File: src/rtl/uart_tx_fifo.sv
// Buffered 8N1 UART transmitter: byte FIFO behind a valid/ready port, drained by a serialiser.
// Define UART_TX_FIFO_PARITY_EN for 8E1 framing (even parity bit between data and stop).
module uart_tx_fifo #(
  parameter int input_clk_hz    = 12_000_000,
  parameter int baud_rate       = 9600,
  parameter int fifo_depth_log2 = 4
) (
  input  logic                     i_clk,
  input  logic                     i_rst,
  input  logic [7:0]               i_data,
  input  logic                     i_valid,
  output logic                     o_ready,
  output logic                     o_tx,
  output logic                     o_busy,
  output logic [fifo_depth_log2:0] o_count
);

  localparam int CLKS_PER_BIT = input_clk_hz / baud_rate;
  localparam int DEPTH        = 1 << fifo_depth_log2;
  localparam int CNT_W        = $clog2(CLKS_PER_BIT);
  localparam logic [CNT_W-1:0] BAUD_LAST = CNT_W'(CLKS_PER_BIT - 1);

`ifdef UART_TX_FIFO_PARITY_EN
  typedef enum logic [2:0] {IDLE, START, DATA, PARITY, STOP} state_t;
`else
  typedef enum logic [1:0] {IDLE, START, DATA, STOP} state_t;
`endif

  state_t                     state, state_n;
  logic [CNT_W-1:0]           baud_cnt, baud_n;
  logic [2:0]                 bit_idx, bit_n;
  logic [7:0]                 shift_reg, shift_n;
  logic                       tx_reg, tx_n;
  logic                       bit_done;
  logic                       push, pop, empty;

  logic [7:0]                 mem [DEPTH];
  logic [fifo_depth_log2-1:0] wr_ptr, rd_ptr;
  logic [fifo_depth_log2:0]   count;

  // Full/empty come from the registered count, so a byte pushed into an empty
  // FIFO is never popped on the same edge.
  assign empty    = (count == '0);
  assign o_ready  = ~count[fifo_depth_log2];
  assign push     = i_valid & o_ready;
  assign o_count  = count;
  assign o_busy   = (state != IDLE) | ~empty;
  assign o_tx     = tx_reg;
  assign bit_done = (baud_cnt == BAUD_LAST);

  always_ff @(posedge i_clk or posedge i_rst) begin
    // NOTE: sequential state uses non-blocking assignments so every register samples pre-edge values.
    if (i_rst) begin
      wr_ptr <= '0;
      rd_ptr <= '0;
      count  <= '0;
    end else begin
      if (push) wr_ptr <= wr_ptr + 1'b1;
      if (pop)  rd_ptr <= rd_ptr + 1'b1;
      case ({push, pop})
        2'b10:   count <= count + 1'b1;
        2'b01:   count <= count - 1'b1;
        default: count <= count;
      endcase
    end
  end

  // NOTE: storage is left unreset; pointers and count alone define what is valid.
  always_ff @(posedge i_clk) begin
    if (push) mem[wr_ptr] <= i_data;
  end

  always_ff @(posedge i_clk or posedge i_rst) begin
    if (i_rst) begin
      state     <= IDLE;
      baud_cnt  <= '0;
      bit_idx   <= '0;
      shift_reg <= '0;
      tx_reg    <= 1'b1;
    end else begin
      state     <= state_n;
      baud_cnt  <= baud_n;
      bit_idx   <= bit_n;
      shift_reg <= shift_n;
      tx_reg    <= tx_n;
    end
  end

  always_comb begin
    // NOTE: every output gets a default first so no path can infer a latch.
    state_n = state;
    baud_n  = baud_cnt;
    bit_n   = bit_idx;
    shift_n = shift_reg;
    tx_n    = tx_reg;
    pop     = 1'b0;
    if (state != IDLE) baud_n = bit_done ? '0 : baud_cnt + CNT_W'(1);

    case (state)
      IDLE: begin
        tx_n = 1'b1;
        if (!empty) begin
          pop     = 1'b1;
          shift_n = mem[rd_ptr];
          tx_n    = 1'b0;
          baud_n  = '0;
          state_n = START;
        end
      end
      START: begin
        if (bit_done) begin
          bit_n   = '0;
          tx_n    = shift_reg[0];
          state_n = DATA;
        end
      end
      DATA: begin
        if (bit_done) begin
          if (bit_idx == 3'd7) begin
`ifdef UART_TX_FIFO_PARITY_EN
            tx_n    = ^shift_reg;
            state_n = PARITY;
`else
            tx_n    = 1'b1;
            state_n = STOP;
`endif
          end else begin
            bit_n = bit_idx + 3'd1;
            tx_n  = shift_reg[bit_idx + 3'd1];
          end
        end
      end
`ifdef UART_TX_FIFO_PARITY_EN
      PARITY: begin
        if (bit_done) begin
          tx_n    = 1'b1;
          state_n = STOP;
        end
      end
`endif
      STOP: begin
        // Chain straight into the next start bit when more data is queued.
        if (bit_done) begin
          if (!empty) begin
            pop     = 1'b1;
            shift_n = mem[rd_ptr];
            tx_n    = 1'b0;
            state_n = START;
          end else begin
            tx_n    = 1'b1;
            state_n = IDLE;
          end
        end
      end
      default: begin
        tx_n    = 1'b1;
        state_n = IDLE;
      end
    endcase
  end

endmodule

File: config.mk
export PLATFORM = sky130hd
export DESIGN_NAME = uart_tx_fifo
export DESIGN_NICKNAME = d
export VERILOG_FILES = /design/src/rtl/uart_tx_fifo.sv
export SDC_FILE = /design/constraint.sdc
export NUM_CORES = 1
export LEC_CHECK = 0
export CORE_MARGIN = 4
export CORE_UTILIZATION = 50
export DETAILED_ROUTE_END_ITERATION = 8
export GPL_ROUTABILITY_DRIVEN = 1
export PLACE_DENSITY = 0.73
export SYNTH_ARGS = -nofsm -noshare
export SYNTH_HDL_FRONTEND = slang
export SYNTH_SLANG_ARGS = --single-unit
File: constraint.sdc
create_clock -name i_clk -period 6.5 [get_ports i_clk]
set_input_delay 0.65 -clock i_clk [delete_from_list [all_inputs] [get_ports i_clk]]
set_output_delay 0.65 -clock i_clk [all_outputs]
set_load 0.01 [all_outputs]
==> flow_summary.yaml <==
status:
  outcome: "finished clean"
synthesis:
  post_synth.cell_area_avg_um2: 15.6
  synth_top_flop_cell: "edfxtp_1"
  synth_edf_count: 128
  synthCells: 461
  summed_instance_area_of_the_synthesized_netlist_mm2: 0.00721
  synth_async_reset_ratio: 0.229
  unique_cell_type_count_in_the_yosys_netlist: 50
  syn-num-nets: 489
  seq_area_frac_synth: 0.665
  synth.ff_latch_count: 166
  ys.warnings.count: 0
clock_network:
  hold_buffers: 0
  tritoncts: "built"
  cts.repair.resized: 0
  cts-root-to-sink-buffers: 2
  root_buffer: "clkbuf_16"
  htree_num_levels: 4
  cts_post_setup_buffers_inserted: 0
  tritoncts.num_buffers: 17
  worst_skew_pair.late_latency_ps: 420
  clk_pin_slew_ps: 60
  cts.sinks: 166
timing:
  slew_headroom: 0.465
  finalClockSkew_ps: 6.16
  hold-worst-slack_ps: 471
  worst_tran_pin_value_ps: 803
  timing.fmax_ghz: 0.315
  hold_violations: 0
  final_min_period_over_clock_period: 0.488
  final-setup-viol-count: 0
  report.final.slew_viol_count: 0
  final.setup.tns_ps: 0
  rsz0062_at_grt: "false"
  fin_crit_ps: 3170
drt:
  num_vias: 3879
  drtPass1Iterations: 4
  drc_errors: 0
  drt_iter0_drc: 339
  drt-vias-per-instance: 5.79
  post_drt_wl_per_cell_um: 20.2
  wirelength_routed_um: 13500
  antenna_left: 0
floorplanning:
  floorplan.die_area_mm2: 0.0164
  placeableCoreArea_mm2: 0.0140
  die_w_um: 128
  num_rows: 43
  start_util: 0.515
  ioPinCount: 19
  die_ht_um: 128
global_routing:
  global_route.overflow_total: 0
  number_of_antenna_violations_at_the_first_check_in_global_routing: 0
  gr_util_all_layers: 0.178
  pin_count_of_the_biggest_net_entering_global_routing: 56
  first_global_vias: 4002
  grt_first_pass_wirelength_um: 21900
setup_path:
  worst-endpoint-arrival_ps: 2520
  setup_crit_path_kind: "reg -> out"
  worstPathRequired_ps: 5850
  worstPathMaxFanout: 10
  critPathLaunchType: "flop"
  worstSetupEndpointType: "output pin"
layout:
  design.final.nets: 507
  number_of_antenna_cells_inserted: 0
  area.growth.synth_to_final_pct: 12.7
  largest_register_ff_count: 128
  final_layout_size_suffix_gt1_frac: 0.198
  post_route_utilization: 0.581
hold_path:
  hold_path.class: "reg -> reg"
placement:
  gp_congestion: 0.811
  port-buffer-count: 18
  dp_hpwl_um: 8680
power:
  max-vdd-ir-drop_v: 0.000347
  power.static_leakage_nw: 2.78
  power.density_cell_area_mw_per_mm2: 315
run:
  drv.max_cap_violation_count: 0
final timing paths:
check | start | end | slack (ps) | depth (start not counted)
max in group asynchronous | i_rst | o_tx$_DFFE_PP1P_ | 5490 | 3
worst min-delay path | baud_cnt[10]$_DFF_PP0_ | baud_cnt[10]$_DFF_PP0_ | 470 | 1
worst max register to register | baud_cnt[2]$_DFF_PP0_ | o_count[4]$_DFFE_PP0P_ | 3340 | 11
worst max-delay path | o_count[1]$_DFFE_PP0P_ | o_busy | 3330 | 4
worst min register to register | baud_cnt[10]$_DFF_PP0_ | baud_cnt[10]$_DFF_PP0_ | 470 | 1
min in group asynchronous | i_rst | baud_cnt[5]$_DFF_PP0_ | 650 | 3
area by class of cell:
cell class                      instances  area, µm²
Clock buffer                           17        425
Clock inverter                         13        171
Fill cell                            1046       5860
Inverter                               11       41.3
Multi-Input combinational cell        263       2270
Sequential cell                       166       4800
Tap cell                              180        225
Timing Repair Buffer                   20        195
Yosys cell counts (4+ instances only):
library cell | n | area [µm²]
nor3_1 | 4 | 20.0
nand3_1 | 5 | 25.0
a21oi_1 | 4 | 20.0
edfxtp_1 | 128 | 3840
mux2_2 | 40 | 450
nand2_1 | 15 | 56.3
clkbuf_1 | 7 | 26.3
and2_1 | 19 | 119
a22o_1 | 6 | 52.6
xor2_1 | 5 | 43.8
ha_1 | 17 | 213
o31ai_1 | 13 | 97.6
o21ai_0 | 14 | 70.1
nand2b_1 | 4 | 25.0
a22oi_1 | 9 | 67.6
dfrtp_1 | 37 | 926
buf_2 | 12 | 60.1
xnor2_1 | 8 | 70.1
o211ai_1 | 8 | 60.1
nor2b_1 | 7 | 43.8
nor2_1 | 12 | 45.0
mux2i_1 | 16 | 160
inv_1 | 10 | 37.5
o22ai_1 | 16 | 100
mux4_2 | 13 | 293
per-stage QoR:
stage | area [µm²] | setup WS, ps | instances | power, mW
2_1_floorplan | 7210 | 3730 | 461 | 1.46
3_3_place_gp | 7530 | 3390 | 640 | 1.55
3_5_place_dp | 7530 | 3240 | 640 | 1.56
4_1_cts | 8130 | 3320 | 670 | 2.57
5_1_grt | 8130 | 3090 | 670 | 2.66
6_report | 8130 | 3330 | 670 | 2.56
cells by family after synthesis:
logic type	count (synthesis)	synth area share
flops	166	0.665
compound gates	83	0.0788
mux	70	0.127
simple gates	80	0.0639
xor+xnor	13	0.0158
buf+inv	32	0.0198
fa+ha+maj	17	0.0295
worst max-delay path, cell delays in order, from the launching register on:
cell             delay [ps]
dfrtp_1                 470
or4_4                   580
nor3b_4                 450
inv_2                   110
clkdlybuf4s50_1         500
power by group:
| part | switching (mW) | leakage [nW] | internal, mW |
|---|---|---|---|
| logic | 0.146 | 0.862 | 0.116 |
| clock network | 0.409 | 0.294 | 0.607 |
| registers | 0.0568 | 1.62 | 1.22 |
layer usage:
layer | up-vias | GRT usage | wire length (µm)
li1 | 1828 | - | -
met4 | 0 | 0.0581 | 138
met3 | 13 | 0.0488 | 715
met2 | 97 | 0.285 | 6870
met5 | - | 0 | 0
met1 | 1941 | 0.238 | 5780
cells in the final DEF, fill, tap and decap left out, types with 7 or more instances in the layout:
cell             netlist  final
edfxtp_1             128    128
clkdlybuf4s50_1        0     18
ha_1                  17     17
mux4_2                13     13
o31ai_1               13     13
nor2b_1                7      7
a22oi_1                9      9
inv_1                 10     10
clkbuf_16              0     17
o22ai_1               16     16
nand2_1               15     15
o211ai_1               8      8
mux2_2                40     40
xnor2_1                8      8
dfrtp_1               37     36
mux2i_1               16     16
o21ai_0               14     14
nor2_1                12     12
and2_1                19     19
No activity file was read; power rests on OpenSTA's default activity.
